--- src/rtl/pc_ctrl_if.sv ---
// Execute-to-fetch control bundle for pc_ctrl: redirect/hold requests in,
// fetch PC plus pipeline flush/stall and perf counters out.
interface pc_ctrl_if;
  logic        jump_en_i;
  logic [31:0] jump_addr_i;
  logic        hold_flag_i;
  logic        ext_hold_i;
  logic [31:0] pc_o;
  logic        flush_o;
  logic        stall_o;
  logic [31:0] jump_cnt_o;
  logic [31:0] stall_cnt_o;

  modport master (
    output jump_en_i, jump_addr_i, hold_flag_i, ext_hold_i,
    input  pc_o, flush_o, stall_o, jump_cnt_o, stall_cnt_o
  );

  modport slave (
    input  jump_en_i, jump_addr_i, hold_flag_i, ext_hold_i,
    output pc_o, flush_o, stall_o, jump_cnt_o, stall_cnt_o
  );
endinterface

--- src/rtl/pc_ctrl.sv ---
// Program counter and pipeline flush/stall control for the three-stage core.
// Optional perf counters are built when PC_CTRL_PERF_EN is defined.
module pc_ctrl #(
  parameter logic [31:0] RESET_ADDR = 32'h0000_0000,
  parameter logic [31:0] PC_STEP    = 32'd4
) (
  input  logic       clk,
  input  logic       rst,
  pc_ctrl_if.slave   bus
);

  typedef enum logic [0:0] {
    ST_RUN  = 1'b0,
    ST_PEND = 1'b1
  } state_e;

  state_e      state_q, state_d;
  logic [31:0] pc_q, pc_d;
  logic [31:0] pend_addr_q, pend_addr_d;
  logic        in_pend_s;
  logic        flush_s;
  logic        stall_s;

  assign in_pend_s = (state_q == ST_PEND);

  // Next-state and next-PC selection in redirect priority order.
  always_comb begin
    state_d     = state_q;
    pc_d        = pc_q;
    pend_addr_d = pend_addr_q;
    if (bus.jump_en_i && !bus.ext_hold_i) begin
      // The newest redirect wins, so a pending one is simply dropped.
      pc_d    = bus.jump_addr_i;
      state_d = ST_RUN;
    end else if (bus.jump_en_i && bus.ext_hold_i) begin
      pend_addr_d = bus.jump_addr_i;
      state_d     = ST_PEND;
    end else if (in_pend_s && !bus.ext_hold_i) begin
      pc_d    = pend_addr_q;
      state_d = ST_RUN;
    end else if (bus.hold_flag_i || bus.ext_hold_i || in_pend_s) begin
      pc_d = pc_q;
    end else begin
      pc_d = pc_q + PC_STEP;
    end
  end

  // State, PC and pending-target registers.
  always_ff @(posedge clk) begin
    if (rst) begin
      state_q     <= ST_RUN;
      pc_q        <= RESET_ADDR;
      pend_addr_q <= 32'h0000_0000;
    end else begin
      state_q     <= state_d;
      pc_q        <= pc_d;
      pend_addr_q <= pend_addr_d;
    end
  end

  // Flush always beats stall so the two are mutually exclusive.
  always_comb begin
    flush_s = 1'b0;
    stall_s = 1'b0;
    if (rst) begin
      flush_s = 1'b0;
      stall_s = 1'b1;
    end else if (bus.jump_en_i) begin
      flush_s = 1'b1;
      stall_s = 1'b0;
    end else begin
      flush_s = 1'b0;
      stall_s = bus.hold_flag_i | bus.ext_hold_i | in_pend_s;
    end
  end

  assign bus.pc_o    = pc_q;
  assign bus.flush_o = flush_s;
  assign bus.stall_o = stall_s;

`ifdef PC_CTRL_PERF_EN
  logic [31:0] jump_cnt_q, jump_cnt_d;
  logic [31:0] stall_cnt_q, stall_cnt_d;

  // Wrapping event counters for taken redirects and stalled cycles.
  always_comb begin
    jump_cnt_d  = jump_cnt_q;
    stall_cnt_d = stall_cnt_q;
    if (flush_s) begin
      jump_cnt_d = jump_cnt_q + 32'd1;
    end else begin
      jump_cnt_d = jump_cnt_q;
    end
    if (stall_s && !rst) begin
      stall_cnt_d = stall_cnt_q + 32'd1;
    end else begin
      stall_cnt_d = stall_cnt_q;
    end
  end

  // Perf counter registers.
  always_ff @(posedge clk) begin
    if (rst) begin
      jump_cnt_q  <= 32'h0000_0000;
      stall_cnt_q <= 32'h0000_0000;
    end else begin
      jump_cnt_q  <= jump_cnt_d;
      stall_cnt_q <= stall_cnt_d;
    end
  end

  assign bus.jump_cnt_o  = jump_cnt_q;
  assign bus.stall_cnt_o = stall_cnt_q;
`else
  assign bus.jump_cnt_o  = 32'h0000_0000;
  assign bus.stall_cnt_o = 32'h0000_0000;
`endif

endmodule

--- src/flat_wrapper.sv ---
// flat-port wrapper written by rule: the top's interface ports become plain ports
module pc_ctrl_flat 
#(
  parameter logic [31:0] RESET_ADDR = 32'h0000_0000,
  parameter logic [31:0] PC_STEP    = 32'd4
)
  (clk, rst, bus_jump_en_i, bus_jump_addr_i, bus_hold_flag_i, bus_ext_hold_i, bus_pc_o, bus_flush_o, bus_stall_o, bus_jump_cnt_o, bus_stall_cnt_o);
  pc_ctrl_if bus_i ();
  input  logic clk;
  input  logic rst;
  input wire logic [$bits(bus_i.jump_en_i)-1:0] bus_jump_en_i;
  input wire logic [$bits(bus_i.jump_addr_i)-1:0] bus_jump_addr_i;
  input wire logic [$bits(bus_i.hold_flag_i)-1:0] bus_hold_flag_i;
  input wire logic [$bits(bus_i.ext_hold_i)-1:0] bus_ext_hold_i;
  output wire logic [$bits(bus_i.pc_o)-1:0] bus_pc_o;
  output wire logic [$bits(bus_i.flush_o)-1:0] bus_flush_o;
  output wire logic [$bits(bus_i.stall_o)-1:0] bus_stall_o;
  output wire logic [$bits(bus_i.jump_cnt_o)-1:0] bus_jump_cnt_o;
  output wire logic [$bits(bus_i.stall_cnt_o)-1:0] bus_stall_cnt_o;
  assign bus_i.jump_en_i = bus_jump_en_i;
  assign bus_i.jump_addr_i = bus_jump_addr_i;
  assign bus_i.hold_flag_i = bus_hold_flag_i;
  assign bus_i.ext_hold_i = bus_ext_hold_i;
  assign bus_pc_o = bus_i.pc_o;
  assign bus_flush_o = bus_i.flush_o;
  assign bus_stall_o = bus_i.stall_o;
  assign bus_jump_cnt_o = bus_i.jump_cnt_o;
  assign bus_stall_cnt_o = bus_i.stall_cnt_o;
  pc_ctrl #(.RESET_ADDR(RESET_ADDR), .PC_STEP(PC_STEP)) u_core (.clk(clk), .rst(rst), .bus(bus_i));
endmodule
--- config.mk ---
export PLATFORM = sky130hd
export DESIGN_NAME = pc_ctrl_flat
export DESIGN_NICKNAME = d
export VERILOG_FILES = /design/src/rtl/pc_ctrl_if.sv /design/src/rtl/pc_ctrl.sv /design/src/flat_wrapper.sv
export SDC_FILE = /design/constraint.sdc
export NUM_CORES = 1
export LEC_CHECK = 0
export ABC_AREA = 1
export CORE_MARGIN = 10
export CORE_UTILIZATION = 48
export DETAILED_ROUTE_END_ITERATION = 7
export GPL_ROUTABILITY_DRIVEN = 0
export PLACE_DENSITY_LB_ADDON = 0.1
export SKIP_LAST_GASP = 1
export SLEW_MARGIN = 10
export SYNTH_ARGS = -nofsm -noshare
export SYNTH_HDL_FRONTEND = slang
export SYNTH_SLANG_ARGS = --single-unit
--- constraint.sdc ---
create_clock -name clk -period 1.9 [get_ports clk]
set_input_delay 0.38 -clock clk [delete_from_list [all_inputs] [get_ports clk]]
set_output_delay 0.38 -clock clk [all_outputs]
set_load 0.01 [all_outputs]
* Yosys cells after proc, flatten, opt, wreduce, memory -nomap -nowiden
Index checks and enable logic that the tools add are counted.
** Cells by class
- Add/sub/neg operators :: 1
- Equal/unequal tests :: 2
- Reductions and logical operators :: 10
- Mux-type cells :: 10
- Bitwise gates (word level) :: 3
** Operator list (count)
- $mux 32 :: 4
- $add 32x3->32 const B :: 1
- $mux 1 :: 6
- $reduce_and 2->1 :: 2
- $logic_and 1x1->1 :: 3
- $ne 3x1->1 const B :: 1
- $logic_or 1x1->1 :: 2
- $ne 2x1->1 const B :: 1
- $or 1x1->1 :: 2
- $reduce_bool 2->1 :: 1
- $reduce_or 2->1 :: 1
- $logic_not 1->1 :: 1
- $not 1->1 :: 1
** Word-level totals
- Output and inout port bits :: 98
- Register bits :: 65

* Logic depth before layout (Yosys ltp)
- Depth after elaboration :: 6
- Mapped depth :: 12

* Worst setup path before layout
Ideal clock, no wire load.
- Kind :: reg-to-reg
- Start point :: register u_core.pc_q[2] (netlist: u_core.bus.pc_o[2])
- End point :: register u_core.pc_q[18] (netlist: u_core.bus.pc_o[18])
- Arrival time :: 1.467 ns
- Stages on the path, launching flop included :: 11
- Period minus slack after synthesis :: 1.534 ns
- Slack :: 0.366 ns
- Cell sequence :: dfxtp_1 > ha_1 > nand2_1 > nor2_2 > nand2_4 > nor2_4 > xor2_1 > nand2_1 > nand2_1 > nand2_1 > a21oi_2
** On the way
- Word-level cells in the longest chain between the ends :: 5
** RTL lines
- from (decl) :: line pc_ctrl.sv:18 : logic [31:0] pc_q, pc_d;
- from (signal assigned) :: line pc_ctrl.sv:56 : pc_q <= pc_d;
- $add 32x3->32 :: line pc_ctrl.sv:44 : pc_d = pc_q + PC_STEP;
- $mux 32 :: line pc_ctrl.sv:41 : end else if (bus.hold_flag_i || bus.ext_hold_i || in_pend_s) begin
- $mux 32 :: line pc_ctrl.sv:38 : end else if (in_pend_s && !bus.ext_hold_i) begin
- $mux 32 :: line pc_ctrl.sv:35 : end else if (bus.jump_en_i && bus.ext_hold_i) begin
- $mux 32 :: line pc_ctrl.sv:31 : if (bus.jump_en_i && !bus.ext_hold_i) begin
No other way between the ends. The select of a mux whose other input is x is not followed.
A chain may end at the register's enable or synchronous reset.

* Worst setup path after layout
- Start point :: register u_core.pc_q[17] (netlist: u_core.bus.pc_o[17])
- End point :: output port bus_pc_o[17]
** RTL lines
- to (decl) :: line flat_wrapper.sv:15 : output wire logic [$bits(bus_i.pc_o)-1:0] bus_pc_o;
No word-level cell between the ends.

==> results summary <==
The synthesized netlist contains 30 unique library cells. The maximum ir drop on the vdd rail came out at roughly 0.45 mV. The layout overhead on the synthesized area is 20.54%.

The number of setup buffers added after CTS came out at 0. The mean instance size in the synthesized netlist is approximately 6.3 sq um. Counting flops with an async set or reset pin after synthesis yields a share of 0. The largest delay contributor family on the critical path is buffers and inverters. TritonCTS built the clock tree. The die height came out at ~110 um. The critical path arrival came out at about 1500 ps. The cell count after synthesis came out at just under 700. The clock net in this run drives a total of 65 sinks.

Sorting the synthesized cells by how often they occur yields 177 x sky130_fd_sc_hd__nand2_1, 124 x sky130_fd_sc_hd__nor2_1, 65 x sky130_fd_sc_hd__buf_4, 65 x sky130_fd_sc_hd__dfxtp_1, 62 x sky130_fd_sc_hd__o21ai_0. The critical setup path kind is reg -> out. The residual antenna-violating net count after detailed routing is 0. Setup repair after global routing left no endpoint under its margin. The number of antenna violations at the first check in global routing is 0. For the worst setup path, the data required time is about 1500 ps.

The worst path buffer plus inverter count came out at 2. The final count of hold timing violations was 0. The sum of overflow across all layers after global routing came out at 0. The post-route clock skew came out at between 7 and 8 ps. The CTS buffer count came out at 9.

The share of post-route cells with drive strength above 1 came out at 0.08866. By area the synthesized netlist is led by sky130_fd_sc_hd__dfxtp_1 30%, sky130_fd_sc_hd__nand2_1 15%, sky130_fd_sc_hd__buf_4 11%, sky130_fd_sc_hd__nor2_1 11%, sky130_fd_sc_hd__o21ai_0 7.2%. The overall routing resource usage is 0.1898.

Dividing the final minimum period by the clock period gives 0.9611. The largest fanout on the critical path is 4. The initial standard-cell utilization of the core is 0.4941.

The standby leakage power came out at about 2.2 nW. The most frequent cell after synthesis is sky130_fd_sc_hd__nand2_1. The share of synthesized area in the top cell type comes to 0.3005. The final-layout worst hold slack is roughly 450 ps. The largest net degree at the start of global routing is 35. Total power for the finished layout comes to between 3 and 4 mW.

For this design the ratio of total power to cell area is 708.5 nW/um^2. The number of max-slew violations in the final report is 0. In this run the count of I/O pins placed on the die edge is roughly 140.

The library cell occupying the most area in the post-synthesis netlist is sky130_fd_sc_hd__dfxtp_1. The shortest period the worst path allows is 1826 ps. For this design, the slowest cell found on the critical path is sky130_fd_sc_hd__clkdlybuf4s50_1.

The maximum single-stage delay on the critical path is ~540 ps. The number of antenna repair diodes came out at 0. The flow ran to the end, and the final reports show no timing, DRC or antenna violations. The primary flip-flop cell chosen by synthesis mapping is sky130_fd_sc_hd__dfxtp_1. The core outline area is roughly 8800 sq um.

The worst setup path is launched from a register. The count of non-filler cells in the finished layout is 875. The DRC marker count from the first detailed-route iteration is roughly 260. The number of placed instances, taps included, is ~860. The via count of the first global-routing pass came out at approximately 4,100. The total number of nets in the final design came out at 800. The half-perimeter wire length of the detailed placement result is about 9000 um. The maximum level of the CTS H-tree is 3. The filler cell count came out at 858. For this run, the number of Yosys warnings is 0. In the routed layout, each cell is associated on average with a via count of 4.864. The cell area after technology mapping is approximately 4300 sq um. The tightest min-delay check is of the reg -> reg type. The site row count came out at 34. The number of maximum-capacitance constraint violations came out at 0. The area of the die came out at between 10,000 and 15,000 sq um. The setup-violating endpoint count in the final report came out at 0. The proportion of synthesized chip area in sequential cells is 0.3005. The tree is rooted in a sky130_fd_sc_hd__clkbuf_8.

Clock-pin slew was measured on the worst setup and hold paths at 80 ps. The post-synthesis register bit count is 65. The signal on the critical path passes through buf_4 > clkdlybuf4s50_1. The residual DRC count came out at 0. The horizontal die dimension came out at around 110 um.

The first-pass GRT wire length is 20,580 um. The count of input and output buffers is 70. The clock insertion delay at the later pin of the skew report is 360 ps.

The achievable frequency is 0.5476 GHz. The routed length per placed instance is 14.38 um. The number of detailed-route iterations in the first pass is 4. The routed via count is around 4,300. The routed wire length is 12,590 um.

The clock passes through at most 2 buffers. The number of synthesized flops with an enable pin is 0. The type of element capturing the critical path is an output port.
## final timing paths
kind / startpoint / cells after the start / endpoint / slack [ps]
max: u_core.bus.pc_o[17]$_SDFFE_PP0P_ / 2 / bus_pc_o[17] / 70
min: u_core.pend_addr_q[18]$_SDFFE_PP0P_ / 2 / u_core.pend_addr_q[18]$_SDFFE_PP0P_ / 450
max reg2reg: u_core.bus.pc_o[2]$_SDFFE_PP0P_ / 10 / u_core.bus.pc_o[24]$_SDFFE_PP0P_ / 170
min reg2reg: u_core.pend_addr_q[18]$_SDFFE_PP0P_ / 2 / u_core.pend_addr_q[18]$_SDFFE_PP0P_ / 450
## state kept, by name, indices dropped and copies added (netlist names)
register            count
u_core.bus.pc_o        32
u_core.in_pend_s        1
u_core.pend_addr_q     32
## per-layer routing
metal / track usage / up-vias / part of all wire
met4: 0.07343 / 0 / 0.012
met3: 0.03958 / 12 / 0.090
li1: - / 2187 / -
met2: 0.2980 / 151 / 0.44
met5: 0 / - / 0
met1: 0.2492 / 1906 / 0.46
## cell families after synthesis
family / Yosys count / share of synthesized area
compound gates: 118 / 0.1419
buf+inv: 137 / 0.1921
xor+xnor: 9 / 0.01820
other cells: 1 / 0.0008660
fa+ha+maj: 1 / 0.002889
flops: 65 / 0.3005
simple gates: 356 / 0.3435
## report_power, final
group | switching (mW) | internal [mW] | total (mW) | leakage (nW)
combinational | 0.391 | 0.307 | 0.698 | 1.56
clock | 0.604 | 0.871 | 1.47 | 0.115
sequential | 0.0784 | 1.45 | 1.53 | 0.534
total | 1.07 | 2.62 | 3.70 | 2.21
## tightest hold or removal path, delay by kind of cell (launching register included)
| family | cells | cell delay (ps) |
|---|---|---|
| flops | 1 | 300 |
| compound gates | 1 | 50 |
| buf+inv | 1 | 50 |
## through the flow
| step | setup WS [ps] | util | TNS (ps) | instance area, sq um |
|---|---|---|---|---|
| after floorplan | 365.7 | - | 0 | 4567 |
| after global placement | -274.1 | 0.5685 | -595.9 | 4982 |
| after detailed placement | -299.3 | 0.5685 | -1543 | 4982 |
| after CTS | -25.61 | 0.5961 | -25.61 | 5224 |
| after global routing | 0.3962 | 0.5957 | 0 | 5220 |
| final | 73.89 | 0.5957 | 0 | 5220 |
## cell type report
cell class / instances / area, sq um / area share
clock buffers: 9 / 123.9 / 0.02373
clock inverters: 7 / 118.9 / 0.02277
inverters: 43 / 161.4 / 0.03092
multi-input cells: 548 / 2434 / 0.4662
flip-flops and latches: 65 / 1303 / 0.2495
well taps: 108 / 135.1 / 0.02589
repair buffers: 95 / 944.7 / 0.1810
## repair_timing
item                                    in CTS  in global routing
endpoints found under the setup margin       2                  3
resized for setup                            4                  2
hold buffers                                 0                  0
pin swaps                                    0                  0
## placed cells by master, fill, tap and decap left out, types with 4 or more instances in the layout
| cell type | count |
|---|---|
| sky130_fd_sc_hd__a21oi_1 | 47 |
| sky130_fd_sc_hd__buf_12 | 5 |
| sky130_fd_sc_hd__buf_4 | 20 |
| sky130_fd_sc_hd__clkbuf_8 | 9 |
| sky130_fd_sc_hd__clkdlybuf4s50_1 | 68 |
| sky130_fd_sc_hd__conb_1 | 64 |
| sky130_fd_sc_hd__dfxtp_1 | 64 |
| sky130_fd_sc_hd__inv_1 | 39 |
| sky130_fd_sc_hd__nand2_1 | 177 |
| sky130_fd_sc_hd__nand2_2 | 4 |
| sky130_fd_sc_hd__nand2_4 | 4 |
| sky130_fd_sc_hd__nand3_1 | 31 |
| sky130_fd_sc_hd__nor2_1 | 124 |
| sky130_fd_sc_hd__nor2_4 | 7 |
| sky130_fd_sc_hd__o21ai_0 | 61 |
| sky130_fd_sc_hd__o21bai_1 | 4 |
| sky130_fd_sc_hd__xnor2_1 | 6 |
(Power assumes the default switching activity.)
